### config.mk
export PLATFORM = sky130hd
export DESIGN_NAME = dot_capture
export DESIGN_NICKNAME = d
export VERILOG_FILES = /design/src/rtl/dot_capture.sv
export SDC_FILE = /design/constraint.sdc
export NUM_CORES = 1
export LEC_CHECK = 0
export CORE_UTILIZATION = 30
export DETAILED_ROUTE_END_ITERATION = 16
export PLACE_DENSITY = 0.46
export SLEW_MARGIN = 40
export SYNTH_ARGS = -nofsm -noshare
export SYNTH_HDL_FRONTEND = slang
export SYNTH_SLANG_ARGS = --single-unit
### constraint.sdc
create_clock -name clk -period 6.16 [get_ports clk]
set_input_delay 1.54 -clock clk [delete_from_list [all_inputs] [get_ports clk]]
set_output_delay 1.54 -clock clk [all_outputs]
set_load 0.005 [all_outputs]
### src/rtl/dot_capture.sv
// Receive side of the 8x8 dot-matrix scan: rebuilds the 64-bit frame bitmap from {row, col} samples.
// Optional: define DOT_CAPTURE_ERRCNT_EN to add the saturating 8-bit err_cnt output.
module dot_capture #(
  parameter int unsigned FRAME_SAMPLES = 64,
  parameter int unsigned TIMEOUT       = 1024
) (
  input  logic        clk,
  input  logic        rst,
  input  logic        sync,
  input  logic        vld,
  input  logic [15:0] d,
  input  logic        err_clr,
  output logic [63:0] q,
  output logic        q_vld,
  output logic        busy,
`ifdef DOT_CAPTURE_ERRCNT_EN
  output logic [7:0]  err_cnt,
`endif
  output logic        err
);

  localparam int unsigned TmoW = (TIMEOUT > 2) ? $clog2(TIMEOUT) : 1;
  localparam logic [TmoW-1:0] TmoLast = TmoW'(TIMEOUT - 2);
  localparam logic [7:0] LastCnt = 8'(FRAME_SAMPLES - 1);

  typedef enum logic [0:0] {StIdle, StCapt} state_e;

  state_e          state_q, state_d;
  logic [63:0]     frame_q, frame_d;
  logic [7:0]      cnt_q, cnt_d;
  logic [TmoW-1:0] tmo_q, tmo_d;
  logic [63:0]     q_q, q_d;
  logic            q_vld_q, q_vld_d;
  logic            err_q, err_d;
  logic            err_ev;

  logic [7:0]  row, col;
  logic        blank, malformed;
  logic [63:0] hit, wr_mask;
  logic [63:0] base_frame;
  logic [7:0]  base_cnt;

  assign row = d[15:8];
  assign col = d[7:0];

  // Outer product of row and col: exactly one bit set when both are one-hot.
  always_comb begin
    hit = '0;
    for (int y = 0; y < 8; y++) begin
      for (int x = 0; x < 8; x++) begin
        hit[y*8+x] = row[y] & col[x];
      end
    end
  end

  assign blank     = (row == 8'h00) && (col == 8'h00);
  assign malformed = !blank && !($onehot(row) && $onehot(col));
  assign wr_mask   = malformed ? '0 : hit;

  always_comb begin
    state_d    = state_q;
    frame_d    = frame_q;
    cnt_d      = cnt_q;
    tmo_d      = tmo_q;
    q_d        = q_q;
    q_vld_d    = 1'b0;
    err_ev     = 1'b0;
    base_frame = sync ? '0 : frame_q;
    base_cnt   = sync ? 8'd0 : cnt_q;

    if (sync) begin
      // A sync while capturing discards the partial frame as a short frame.
      err_ev  = (state_q == StCapt);
      state_d = StCapt;
      frame_d = '0;
      cnt_d   = 8'd0;
      tmo_d   = '0;
    end

    if (sync || (state_q == StCapt)) begin
      if (vld) begin
        if (malformed) err_ev = 1'b1;
        tmo_d = '0;
        if (base_cnt == LastCnt) begin
          q_d     = base_frame | wr_mask;
          q_vld_d = 1'b1;
          state_d = StIdle;
          frame_d = '0;
          cnt_d   = 8'd0;
        end else begin
          frame_d = base_frame | wr_mask;
          cnt_d   = base_cnt + 8'd1;
        end
      end else if (!sync) begin
        if (tmo_q == TmoLast) begin
          err_ev  = 1'b1;
          state_d = StIdle;
          frame_d = '0;
          cnt_d   = 8'd0;
          tmo_d   = '0;
        end else begin
          tmo_d = tmo_q + TmoW'(1);
        end
      end
    end

    err_d = err_ev ? 1'b1 : (err_clr ? 1'b0 : err_q);
  end

  always_ff @(posedge clk) begin
    if (rst) begin
      state_q <= StIdle;
      frame_q <= '0;
      cnt_q   <= 8'd0;
      tmo_q   <= '0;
      q_q     <= '0;
      q_vld_q <= 1'b0;
      err_q   <= 1'b0;
    end else begin
      state_q <= state_d;
      frame_q <= frame_d;
      cnt_q   <= cnt_d;
      tmo_q   <= tmo_d;
      q_q     <= q_d;
      q_vld_q <= q_vld_d;
      err_q   <= err_d;
    end
  end

`ifdef DOT_CAPTURE_ERRCNT_EN
  logic [7:0] err_cnt_q, err_cnt_d;

  // Coincident events count once; an event beats a same-cycle clear.
  always_comb begin
    err_cnt_d = err_cnt_q;
    if (err_ev) begin
      if (err_cnt_q != 8'hFF) err_cnt_d = err_cnt_q + 8'd1;
    end else if (err_clr) begin
      err_cnt_d = 8'd0;
    end
  end

  always_ff @(posedge clk) begin
    if (rst) err_cnt_q <= 8'd0;
    else     err_cnt_q <= err_cnt_d;
  end

  assign err_cnt = err_cnt_q;
`endif

  assign q     = q_q;
  assign q_vld = q_vld_q;
  assign busy  = (state_q == StCapt);
  assign err   = err_q;

endmodule

======== Yosys cells after proc, flatten, opt, wreduce, memory -nomap -nowiden ========
Cells that the tools add are included.
Widths: inputs -> output; s select.
operators by class
  muxes and demuxes ....................... 33
  equal/unequal tests ..................... 4
  reductions and logical operators ........ 11
  bitwise operators ....................... 67
  $add $sub $neg .......................... 16
operator list
  kind                   number
  $mux 64                7
  $and 1x1->1            64
  $or 64x64->64          1
  $mux 10                5
  $mux 8                 6
  $add 1x1->2            8
  $logic_not 8->1        2
  $mux 1                 15
  $add 2x2->3            4
  $add 10x1->10 const B  1
  $eq 10x10->1 const B   1
  $add 3x3->4            2
  $add 8x1->8 const B    1
  $eq 4x1->1 const B     2
  $eq 8x6->1 const B     1
  $logic_and 1x1->1      3
  $reduce_and 3->1       1
  $reduce_or 3->1        1
  $logic_not 1->1        2
  $not 1->1              2
  $reduce_bool 2->1      1
  $logic_or 1x1->1       1
storage, ports and cells
  flip-flop bits (word level) ............. 149
  word-level logic and storage cells ...... 138
  output and inout port bits .............. 67
  input bits .............................. 21

======== Depth between registers and ports, before layout ========
Gate-level depths: netlist of the first run.
  depth after elaboration ................. 12
  depth in mapped cells ................... 15
  depth with buffers taken out ............ 13

======== Worst setup path after synthesis of the first run ========
OpenSTA, ideal clock, no wires.
  kind .................................... input -> register
  from .................................... in d[0]
  to ...................................... reg q_q[10], in the netlist q[10]
  stages on the path ...................... 15
  data required time ...................... 6069 ps
  arrival time ............................ 5239 ps
  path slack .............................. 830 ps
  setup time .............................. 91 ps
  path through ............................ clkbuf_1 inv_1 fa_1 fa_1 fa_1 inv_1 ha_1 inv_1 fa_1 a211o_1 a211o_1 nor2_4 buf_2 nand3_1 a311oi_1
between the ends
  word-level cells in the longest chain between the ends .. 9
ends and longest elaborated chain
  item                               RTL line  text
  from (decl)                        11        input logic [15:0] d,
  $add 1x1->2 (not written as such)  57        assign malformed = !blank && !($onehot(row) && $onehot(col));
  $add 2x2->3 (not written as such)  57
  $add 3x3->4 (not written as such)  57
  $eq 4x1->1                         57
  $logic_and 1x1->1                  57
  $logic_not 1->1                    57
  $logic_and 1x1->1 (*)              57
  $mux 64 (*)                        58        assign wr_mask = malformed ? '0 : hit;
  $or 64x64->64 (*)                  85        q_d = base_frame | wr_mask;
  to (signal assigned)               124       q_q <= q_d;
  to (decl)                          32        logic [63:0] q_q, q_d;
Every way passes the cells marked *; elsewhere a longest branch is shown, timed or not.
A chain may end at the register's enable or synchronous reset.

======== Final worst setup path of the first run ========
  from .................................... in d[0]
  to ...................................... reg frame_q[46]
between the ends
  word-level cells in the longest chain between the ends .. 12
ends and longest elaborated chain
  item                               RTL line  text
  $add 1x1->2 (not written as such)  57
  $add 2x2->3 (not written as such)  57
  $add 3x3->4 (not written as such)  57
  $eq 4x1->1                         57
  $logic_and 1x1->1                  57
  $logic_not 1->1                    57
  $logic_and 1x1->1 (*)              57
  $mux 64 (*)                        58
  $or 64x64->64 (*)                  91        frame_d = base_frame | wr_mask;
  $mux 64 (*)                        84        if (base_cnt == LastCnt) begin
  $mux 64 (*)                        81        if (vld) begin
  $mux 64 (*)                        80        if (sync || (state_q == StCapt)) begin
  to (signal assigned)               121       frame_q <= frame_d;
  to (decl)                          29        logic [63:0] frame_q, frame_d;
Marked as above.

==> metrics.txt, run 1 <==
# TYPE chip_impl_metric gauge
chip_impl_metric{name="globalplace.congestion",unit=""} 0.816
chip_impl_info{name="timing.critical_path.cells",value="clkdlybuf4s50_1 > inv_1 > fa_1 > fa_1 > fa_1 > inv_1 > ha_1 > inv_1 > fa_1 > a211o_1 > a211o_1 > o21ai_1 > buf_12 > nand2_1 > o211ai_1"} 1
chip_impl_metric{name="clock_sinks",unit=""} 149
chip_impl_metric{name="area_growth_syn_to_layout",unit="%"} 25.6
chip_impl_metric{name="worst_slew_margin_rel",unit="%"} 47.7
chip_impl_metric{name="grt_max_degree",unit=""} 105
chip_impl_metric{name="clkLatencyLatePin",unit="ns"} 0.43
chip_impl_info{name="outcome",value="complete, no violations"} 1
chip_impl_metric{name="detailedRoute.firstPassIterationCount",unit=""} 5
chip_impl_metric{name="minimum_setup_slack_among_reg_to_reg_paths",unit="ns"} 3.67
chip_impl_metric{name="clock_path_buffers",unit=""} 2
chip_impl_metric{name="synthCells",unit=""} 769
chip_impl_info{name="cp_endpoint",value="frame_q[46]$_SDFF_PP0_"} 1
chip_impl_metric{name="critPathRequiredTime",unit="ns"} 6.51
chip_impl_metric{name="cts_setup_buffers",unit=""} 0
chip_impl_metric{name="layout-drive-gt1-share",unit="%"} 9.62
chip_impl_metric{name="synthDistinctLibCells",unit=""} 56
chip_impl_metric{name="worst_clock_skew",unit="ns"} 0.0111
chip_impl_metric{name="cts.reportedPaths.clkPinSlew",unit="ns"} 0.06
chip_impl_metric{name="grt_pass1_vias",unit=""} 6193
chip_impl_metric{name="synth_enable_flop_cells",unit=""} 0
chip_impl_info{name="clk_root_buffer_cell",value="sky130_fd_sc_hd__clkbuf_16"} 1
chip_impl_metric{name="fin_setup_tns",unit="ns"} 0
chip_impl_metric{name="iter_0_drt_violations",unit=""} 342
chip_impl_info{name="rsz0062_at_grt",value="no"} 1
chip_impl_metric{name="die_width",unit="um"} 152
chip_impl_metric{name="dp_hpwl",unit="um"} 14500
chip_impl_metric{name="max_capacitance_violation_count",unit=""} 0
chip_impl_metric{name="synth_area",unit="um^2"} 6730
chip_impl_info{name="worst_setup_path_startpoint",value="d[0]"} 1
chip_impl_metric{name="worstMarginPinSlew",unit="ns"} 0.781
chip_impl_metric{name="arrival",unit="ns"} 5.90
chip_impl_metric{name="postCtsHoldBufs",unit=""} 0
chip_impl_metric{name="gr-usage-all-layers",unit="%"} 19.3
chip_impl_info{name="cp_capture_type",value="register"} 1
chip_impl_metric{name="synthesis.area_per_instance",unit="um^2"} 8.76
chip_impl_info{name="min_path_type",value="reg -> reg"} 1
chip_impl_metric{name="die_height",unit="um"} 152
chip_impl_info{name="cts_tree",value="built"} 1
chip_impl_metric{name="slowest_delay",unit="ns"} 0.56
chip_impl_metric{name="fin_worst_hold_slack",unit="ns"} 0.461
chip_impl_metric{name="design.die.area",unit="um^2"} 23000
chip_impl_metric{name="grt_overflow",unit=""} 0
chip_impl_metric{name="synth-seq-area-share",unit="%"} 44.3
chip_impl_metric{name="final.fill_count",unit=""} 2244
chip_impl_metric{name="placeableCoreArea",unit="um^2"} 21900
chip_impl_info{name="critical_path.reg2reg.startpoint",value="cnt_q[0]$_SDFF_PP0_"} 1
chip_impl_metric{name="layout.core_utilization",unit="%"} 38.6
chip_impl_metric{name="tritoncts.num_buffers",unit=""} 17
chip_impl_metric{name="timing.reg2reg.worst_path_depth",unit=""} 8
chip_impl_metric{name="cp.depth",unit=""} 15
chip_impl_metric{name="post_drt_via_cell_ratio",unit=""} 5.48
chip_impl_metric{name="maxSlewViolCount",unit=""} 0
chip_impl_metric{name="power-per-cell-area",unit="nW/um^2"} 258
chip_impl_metric{name="grt_pass1_wl",unit="um"} 35200
chip_impl_metric{name="avgRoutedWirePerCell",unit="um"} 19.4
chip_impl_metric{name="effective_utilization_at_floorplan",unit="%"} 30.8
chip_impl_metric{name="crit_fanout",unit=""} 21
chip_impl_metric{name="postSynthRegisterBits",unit=""} 149
chip_impl_metric{name="setup_viol_count_final",unit=""} 0
chip_impl_info{name="worst_path_most_repeated_cell",value="sky130_fd_sc_hd__fa_1"} 1
chip_impl_info{name="cpMaxStageDelayCell",value="sky130_fd_sc_hd__fa_1"} 1
chip_impl_metric{name="vias",unit=""} 6150
chip_impl_metric{name="io_buffers",unit=""} 87
chip_impl_info{name="ys_dominant_reg_cell",value="sky130_fd_sc_hd__dfxtp_1"} 1
chip_impl_metric{name="rows",unit=""} 54
chip_impl_info{name="regToRegEndpoint",value="q[16]$_SDFFE_PP0P_"} 1
chip_impl_metric{name="finish.net_count",unit=""} 869
chip_impl_metric{name="post-route-period-util",unit="%"} 90.2
chip_impl_metric{name="cp_num_buf_inv",unit=""} 5
chip_impl_metric{name="antenna_violating_nets_post_route",unit=""} 0
chip_impl_metric{name="floorplan.io_pins",unit=""} 88
chip_impl_metric{name="cts_resized",unit=""} 0
chip_impl_metric{name="total_power",unit="mW"} 2.18
chip_impl_metric{name="max_freq",unit="MHz"} 180
chip_impl_info{name="worst_path_dominant_cell_family",value="adder cells"} 1
chip_impl_metric{name="yosysWarnings",unit=""} 0
chip_impl_metric{name="finalCriticalPeriod",unit="ns"} 5.56
chip_impl_metric{name="number_of_diodes_added_for_antenna_fixing",unit=""} 0
chip_impl_metric{name="residual_drc",unit=""} 0
chip_impl_metric{name="postSynth.asyncResetShare",unit="%"} 0
chip_impl_metric{name="mappedNetlistNets",unit=""} 809
chip_impl_metric{name="number_of_antenna_violations_at_the_first_check_in_global_routing",unit=""} 0
chip_impl_metric{name="ir_worst_vdd",unit="uV"} 161
chip_impl_metric{name="totalWireLength",unit="um"} 21700
chip_impl_metric{name="htreeDepth",unit=""} 4
chip_impl_info{name="criticalPathCategory",value="in -> reg"} 1
chip_impl_metric{name="hold_violations",unit=""} 0
chip_impl_metric{name="static-leakage-power",unit="nW"} 2.67
chip_impl_info{name="worstSetupStartpointType",value="input pin"} 1
state kept, by name (all words and copies together) (netlist names):
name,cells
busy,1
cnt_q,8
err,1
frame_q,64
q,64
q_vld,1
tmo_q,10
cells by family after synthesis:
logic type / count (synthesis) / share of synthesized area (%)
DFF: 149 / 44.3
and+or+nand+nor: 305 / 23.9
muxes: 3 / 0.483
AOI/OAI and AO/OA: 192 / 20.4
buffers and inverters: 101 / 6.48
adders and majority gates: 19 / 4.42
routing by layer:
layer,routed length [um],global-route usage [%],vias to the layer above
met5,0,0,-
met4,432,7.00,0
met3,912,3.85,34
met2,10300,31.2,147
met1,10000,25.4,3029
li1,-,-,2940
how the worst min path moves through the flow:
stage                                  end  cells after the start  slack (ns)              startpoint
finish              frame_q[62]$_SDFF_PP0_                      2        0.46  frame_q[62]$_SDFF_PP0_
global route        frame_q[62]$_SDFF_PP0_                      2        0.49  frame_q[62]$_SDFF_PP0_
CTS                 frame_q[62]$_SDFF_PP0_                      2        0.46  frame_q[62]$_SDFF_PP0_
detailed placement  frame_q[62]$_SDFF_PP0_                      2        0.45  frame_q[62]$_SDFF_PP0_
global placement    frame_q[62]$_SDFF_PP0_                      2        0.44  frame_q[62]$_SDFF_PP0_
floorplan           frame_q[62]$_SDFF_PP0_                      2        0.43  frame_q[62]$_SDFF_PP0_
per-stage QoR:
stage / std cells / setup WS (ns) / area, um^2
3_5_place_dp: 1090 / 0.185 / 7890
4_1_cts: 1122 / 0.623 / 8460
2_1_floorplan: 769 / 0.830 / 6730
5_1_grt: 1122 / 0.399 / 8460
3_3_place_gp: 1088 / 0.275 / 7830
6_report: 1122 / 0.602 / 8460
layout by cell type, fill, tap and decap left out, types with 4 or more instances in the layout:
cell type and count:
sky130_fd_sc_hd__nand2b_1 68, sky130_fd_sc_hd__buf_4 18, sky130_fd_sc_hd__a31oi_1 23, sky130_fd_sc_hd__clkdlybuf4s50_1 85, sky130_fd_sc_hd__clkbuf_16 17, sky130_fd_sc_hd__o21ai_0 14
sky130_fd_sc_hd__and3_1 4, sky130_fd_sc_hd__a311oi_1 42, sky130_fd_sc_hd__dfxtp_1 149, sky130_fd_sc_hd__ha_1 11, sky130_fd_sc_hd__a21oi_1 12, sky130_fd_sc_hd__or3_1 6
sky130_fd_sc_hd__o2111ai_1 15, sky130_fd_sc_hd__nand2_1 48, sky130_fd_sc_hd__nand3_1 52, sky130_fd_sc_hd__nor2b_1 7, sky130_fd_sc_hd__nand4_1 13, sky130_fd_sc_hd__o22ai_1 55
sky130_fd_sc_hd__fa_1 8, sky130_fd_sc_hd__inv_1 32, sky130_fd_sc_hd__or2_2 12, sky130_fd_sc_hd__nor3_1 8, sky130_fd_sc_hd__nor2_1 63
Yosys cell counts (all sizes together) (10+ instances only):
library cell | number | share of area, %
a21oi | 12 | 0.89
a311oi | 42 | 5.5
a31oi | 23 | 2.1
buf | 31 | 2.6
clkbuf | 38 | 2.1
dfxtp | 149 | 44
ha | 11 | 2.0
inv | 32 | 1.8
nand2 | 49 | 2.8
nand2b | 68 | 6.3
nand3 | 52 | 3.9
nand4 | 13 | 1.2
nor2 | 64 | 3.7
nor3 | 10 | 0.91
o2111ai | 16 | 2.2
o21ai | 16 | 1.2
o22ai | 55 | 5.1
or2 | 15 | 1.4
worst min-delay path: stages (launching register included):
cell and delay (ns):
sky130_fd_sc_hd__dfxtp_1 0.33, sky130_fd_sc_hd__nand2_1 0.04, sky130_fd_sc_hd__o21ai_0 0.06
final cells by class:
| type | instances | area (um^2) | area share (%) |
|---|---|---|---|
| repair buffers | 110 | 1110 | 13.1 |
| flip-flops and latches | 149 | 2980 | 35.3 |
| multi-input cells | 519 | 3330 | 39.4 |
| well taps | 280 | 350 | 4.14 |
| clock buffers | 21 | 460 | 5.45 |
| inverters | 32 | 120 | 1.42 |
| clock inverters | 11 | 103 | 1.21 |
where the power goes:
group          switching [mW]  internal, mW
Combinational           0.137        0.0754
Sequential            0.00385         0.968
Clock                   0.423         0.577
Note: power is estimated with default switching activity, not from simulation.
==> inputs of run 2 (changes only) <==
--- a/config.mk
+++ b/config.mk
@@ -8,6 +8,7 @@
 export CORE_UTILIZATION = 30
 export DETAILED_ROUTE_END_ITERATION = 16
 export PLACE_DENSITY = 0.46
+export RECOVER_POWER = 50
 export SLEW_MARGIN = 40
 export SYNTH_ARGS = -nofsm -noshare
 export SYNTH_HDL_FRONTEND = slang
==> run 2 against run 1 <==
  * The run now ends with max-capacitance violations, max-slew violations left
  * Clock skew barely moved
  * Via count rose by 0.31%
  * Non-clock buffer count did not move
  * Core utilization fell by 0.10 points
  * Clock power barely moved
  * Combinational power barely moved
  * Hold slack got worse by 0.00085 ns
  * Critical path depth did not move
  * Setup slack got worse by 0.11 ns
  * Critical path type unchanged
  * Highest routed layer unchanged
==> metrics.txt, run 2 (synthesis results as in run 1) <==
# TYPE chip_impl_metric gauge
chip_impl_info{name="outcome",value="complete, but fails checks"} 1
chip_impl_info{name="failing_checks",value="max-capacitance violations, max-slew violations"} 1
chip_impl_metric{name="max_capacitance_violation_count",unit=""} 1
chip_impl_metric{name="totalWireLength",unit="um"} 21800
chip_impl_metric{name="worstMarginPinSlew",unit="ns"} 1.91
chip_impl_metric{name="number_of_antenna_violations_at_the_first_check_in_global_routing",unit=""} 0
chip_impl_metric{name="globalplace.congestion",unit=""} 0.816
chip_impl_info{name="rsz0062_at_grt",value="no"} 1
chip_impl_metric{name="postCtsHoldBufs",unit=""} 0
chip_impl_metric{name="fin_worst_hold_slack",unit="ns"} 0.461
chip_impl_metric{name="fin_setup_tns",unit="ns"} 0
chip_impl_metric{name="clkLatencyLatePin",unit="ns"} 0.43
chip_impl_metric{name="post-route-period-util",unit="%"} 92.0
chip_impl_metric{name="placeableCoreArea",unit="um^2"} 21900
chip_impl_info{name="clk_root_buffer_cell",value="sky130_fd_sc_hd__clkbuf_16"} 1
chip_impl_metric{name="antenna_violating_nets_post_route",unit=""} 0
chip_impl_metric{name="setup_viol_count_final",unit=""} 0
chip_impl_info{name="layout_commonest_cell",value="sky130_fd_sc_hd__dfxtp_1"} 1
chip_impl_info{name="criticalPathCategory",value="in -> reg"} 1
chip_impl_metric{name="finish.net_count",unit=""} 869
chip_impl_metric{name="final.fill_count",unit=""} 2248
chip_impl_metric{name="post-place-cells",unit=""} 1090
chip_impl_metric{name="die_height",unit="um"} 152
chip_impl_metric{name="hold_violations",unit=""} 0
chip_impl_metric{name="pre_cts_slack",unit="ns"} 0.185
chip_impl_info{name="cp_capture_type",value="register"} 1
chip_impl_metric{name="power_frac_comb",unit="%"} 9.6
chip_impl_metric{name="cts.reportedPaths.clkPinSlew",unit="ns"} 0.06
chip_impl_info{name="timing.critical_path.cells",value="clkdlybuf4s50_1 > inv_1 > fa_1 > fa_1 > fa_1 > inv_1 > ha_1 > inv_1 > fa_1 > a211o_1 > a211o_1 > nor2_1 > buf_4 > nand2_1 > o22ai_1"} 1
chip_impl_metric{name="grt_pass1_vias",unit=""} 6193
chip_impl_metric{name="rows",unit=""} 54
chip_impl_metric{name="max_freq",unit="MHz"} 176
chip_impl_metric{name="final_critical_path_setup_slack",unit="ns"} 0.492
chip_impl_metric{name="cp_num_buf_inv",unit=""} 5
chip_impl_metric{name="finalCriticalPeriod",unit="ns"} 5.67
chip_impl_metric{name="switching_power",unit="mW"} 0.566
chip_impl_metric{name="worst_clock_skew",unit="ns"} 0.0114
chip_impl_metric{name="layout-drive-gt1-share",unit="%"} 8.91
chip_impl_info{name="cts_tree",value="built"} 1
chip_impl_metric{name="static-leakage-power",unit="nW"} 2.90
chip_impl_metric{name="power-per-cell-area",unit="nW/um^2"} 259
chip_impl_metric{name="arrival",unit="ns"} 6.01
chip_impl_metric{name="grt_max_degree",unit=""} 105
chip_impl_info{name="worstSetupStartpointType",value="input pin"} 1
chip_impl_metric{name="avgRoutedWirePerCell",unit="um"} 19.4
chip_impl_info{name="layout_common_cells",value="sky130_fd_sc_hd__dfxtp_1 (149), sky130_fd_sc_hd__nand2b_1 (68), sky130_fd_sc_hd__dlygate4sd3_1 (67)"} 1
chip_impl_metric{name="die_width",unit="um"} 152
chip_impl_metric{name="tritoncts.num_buffers",unit=""} 17
chip_impl_metric{name="htreeDepth",unit=""} 4
chip_impl_metric{name="worst_slew_margin_rel",unit="%"} -27.0
chip_impl_metric{name="clock_sinks",unit=""} 149
chip_impl_metric{name="crit_fanout",unit=""} 21
chip_impl_metric{name="detailedRoute.firstPassIterationCount",unit=""} 5
chip_impl_info{name="worst_path_dominant_cell_family",value="adder cells"} 1
chip_impl_metric{name="residual_drc",unit=""} 0
chip_impl_metric{name="maxSlewViolCount",unit=""} 48
chip_impl_metric{name="layout.cells.non_filler",unit=""} 1122
chip_impl_metric{name="net_sw_share",unit="%"} 25.9
chip_impl_metric{name="vias",unit=""} 6169
chip_impl_metric{name="post_drt_via_cell_ratio",unit=""} 5.50
chip_impl_info{name="cpMaxStageDelayCell",value="sky130_fd_sc_hd__fa_1"} 1
chip_impl_metric{name="grt_overflow",unit=""} 0
chip_impl_metric{name="ir_worst_vdd",unit="uV"} 161
chip_impl_metric{name="effective_utilization_at_floorplan",unit="%"} 30.8
chip_impl_metric{name="clock_path_buffers",unit=""} 2
chip_impl_metric{name="cts_setup_buffers",unit=""} 0
chip_impl_metric{name="floorplan.io_pins",unit=""} 88
chip_impl_metric{name="p_int",unit="mW"} 1.62
chip_impl_metric{name="area_growth_syn_to_layout",unit="%"} 25.2
chip_impl_info{name="worst_path_most_repeated_cell",value="sky130_fd_sc_hd__fa_1"} 1
chip_impl_metric{name="iter_0_drt_violations",unit=""} 373
chip_impl_metric{name="cts_resized",unit=""} 0
chip_impl_metric{name="gr-usage-all-layers",unit="%"} 19.3
chip_impl_metric{name="power_frac_seq",unit="%"} 44.5
chip_impl_metric{name="number_of_diodes_added_for_antenna_fixing",unit=""} 0
chip_impl_metric{name="slowest_delay",unit="ns"} 0.56
chip_impl_metric{name="grt_pass1_wl",unit="um"} 35200
chip_impl_metric{name="clock_group_share_of_total_power",unit="%"} 45.9
chip_impl_info{name="min_path_type",value="reg -> reg"} 1
chip_impl_metric{name="dp_hpwl",unit="um"} 14500
chip_impl_metric{name="io_buffers",unit=""} 87
chip_impl_metric{name="critPathRequiredTime",unit="ns"} 6.50
chip_impl_metric{name="design.die.area",unit="um^2"} 23000
-- run 2: cell count changes in the layout (fill, tap and decap cells not counted), moves of 2 or more --
cell / previous run / this run
sky130_fd_sc_hd__buf_4: 18 / 16
sky130_fd_sc_hd__clkbuf_1: 2 / 5
sky130_fd_sc_hd__clkdlybuf4s50_1: 85 / 18
sky130_fd_sc_hd__dlygate4sd3_1: 0 / 67
-- run 2: area by class of cell --
type | instances | area, um^2 | area share (%)
well taps | 280 | 350 | 4.15
flip-flops and latches | 149 | 2980 | 35.4
multi-input cells | 519 | 3310 | 39.3
clock buffers | 21 | 460 | 5.46
clock inverters | 11 | 103 | 1.22
repair buffers | 110 | 1100 | 13.1
inverters | 32 | 120 | 1.42
-- run 2: worst reg2reg max path, delay by kind of cell, from the launching register on --
family	cells	cell delay [ns]
compound gates	2	0.60
buf+inv	1	0.53
flops	1	0.69
simple gates	2	0.76
-- run 2: layer usage --
| layer | vias to the layer above | wire (um) | part of all wire (%) | GRT usage [%] |
|---|---|---|---|---|
| li1 | 2943 | - | - | - |
| met1 | 3029 | 10100 | 46 | 25.4 |
| met5 | - | 0 | 0 | 0 |
| met3 | 30 | 916 | 4.2 | 3.85 |
| met4 | 0 | 369 | 1.7 | 7.00 |
| met2 | 167 | 10400 | 48 | 31.2 |
-- run 2: final timing paths --
check | startpoint | end | slack, ns | depth (start not counted)
worst min-delay path | frame_q[62]$_SDFF_PP0_ | frame_q[62]$_SDFF_PP0_ | 0.46 | 2
worst max-delay path | d[0] | frame_q[19]$_SDFF_PP0_ | 0.49 | 15
worst max register to register | busy$_SDFF_PP0_ | frame_q[6]$_SDFF_PP0_ | 3.51 | 5
worst min register to register | frame_q[62]$_SDFF_PP0_ | frame_q[62]$_SDFF_PP0_ | 0.46 | 2
-- run 2: metrics by stage --
step / instance area, um^2 / power [mW] / utilization (%)
floorplan: 6730 / 1.12 / -
finish: 8430 / 2.19 / 38.5
global placement: 7830 / 1.19 / 35.8
global route: 8430 / 2.27 / 38.5
detailed placement: 7890 / 1.20 / 36.1
CTS: 8460 / 2.20 / 38.6
-- run 2: power groups by stage --
stage               logic (mW)  registers (mW)  clock network, mW
floorplan                0.129           0.991                  0
global placement         0.202           0.993                  0
detailed placement       0.212           0.993                  0
CTS                      0.213           0.972               1.02
global route             0.229           0.972               1.07
finish                   0.210           0.971               1.00
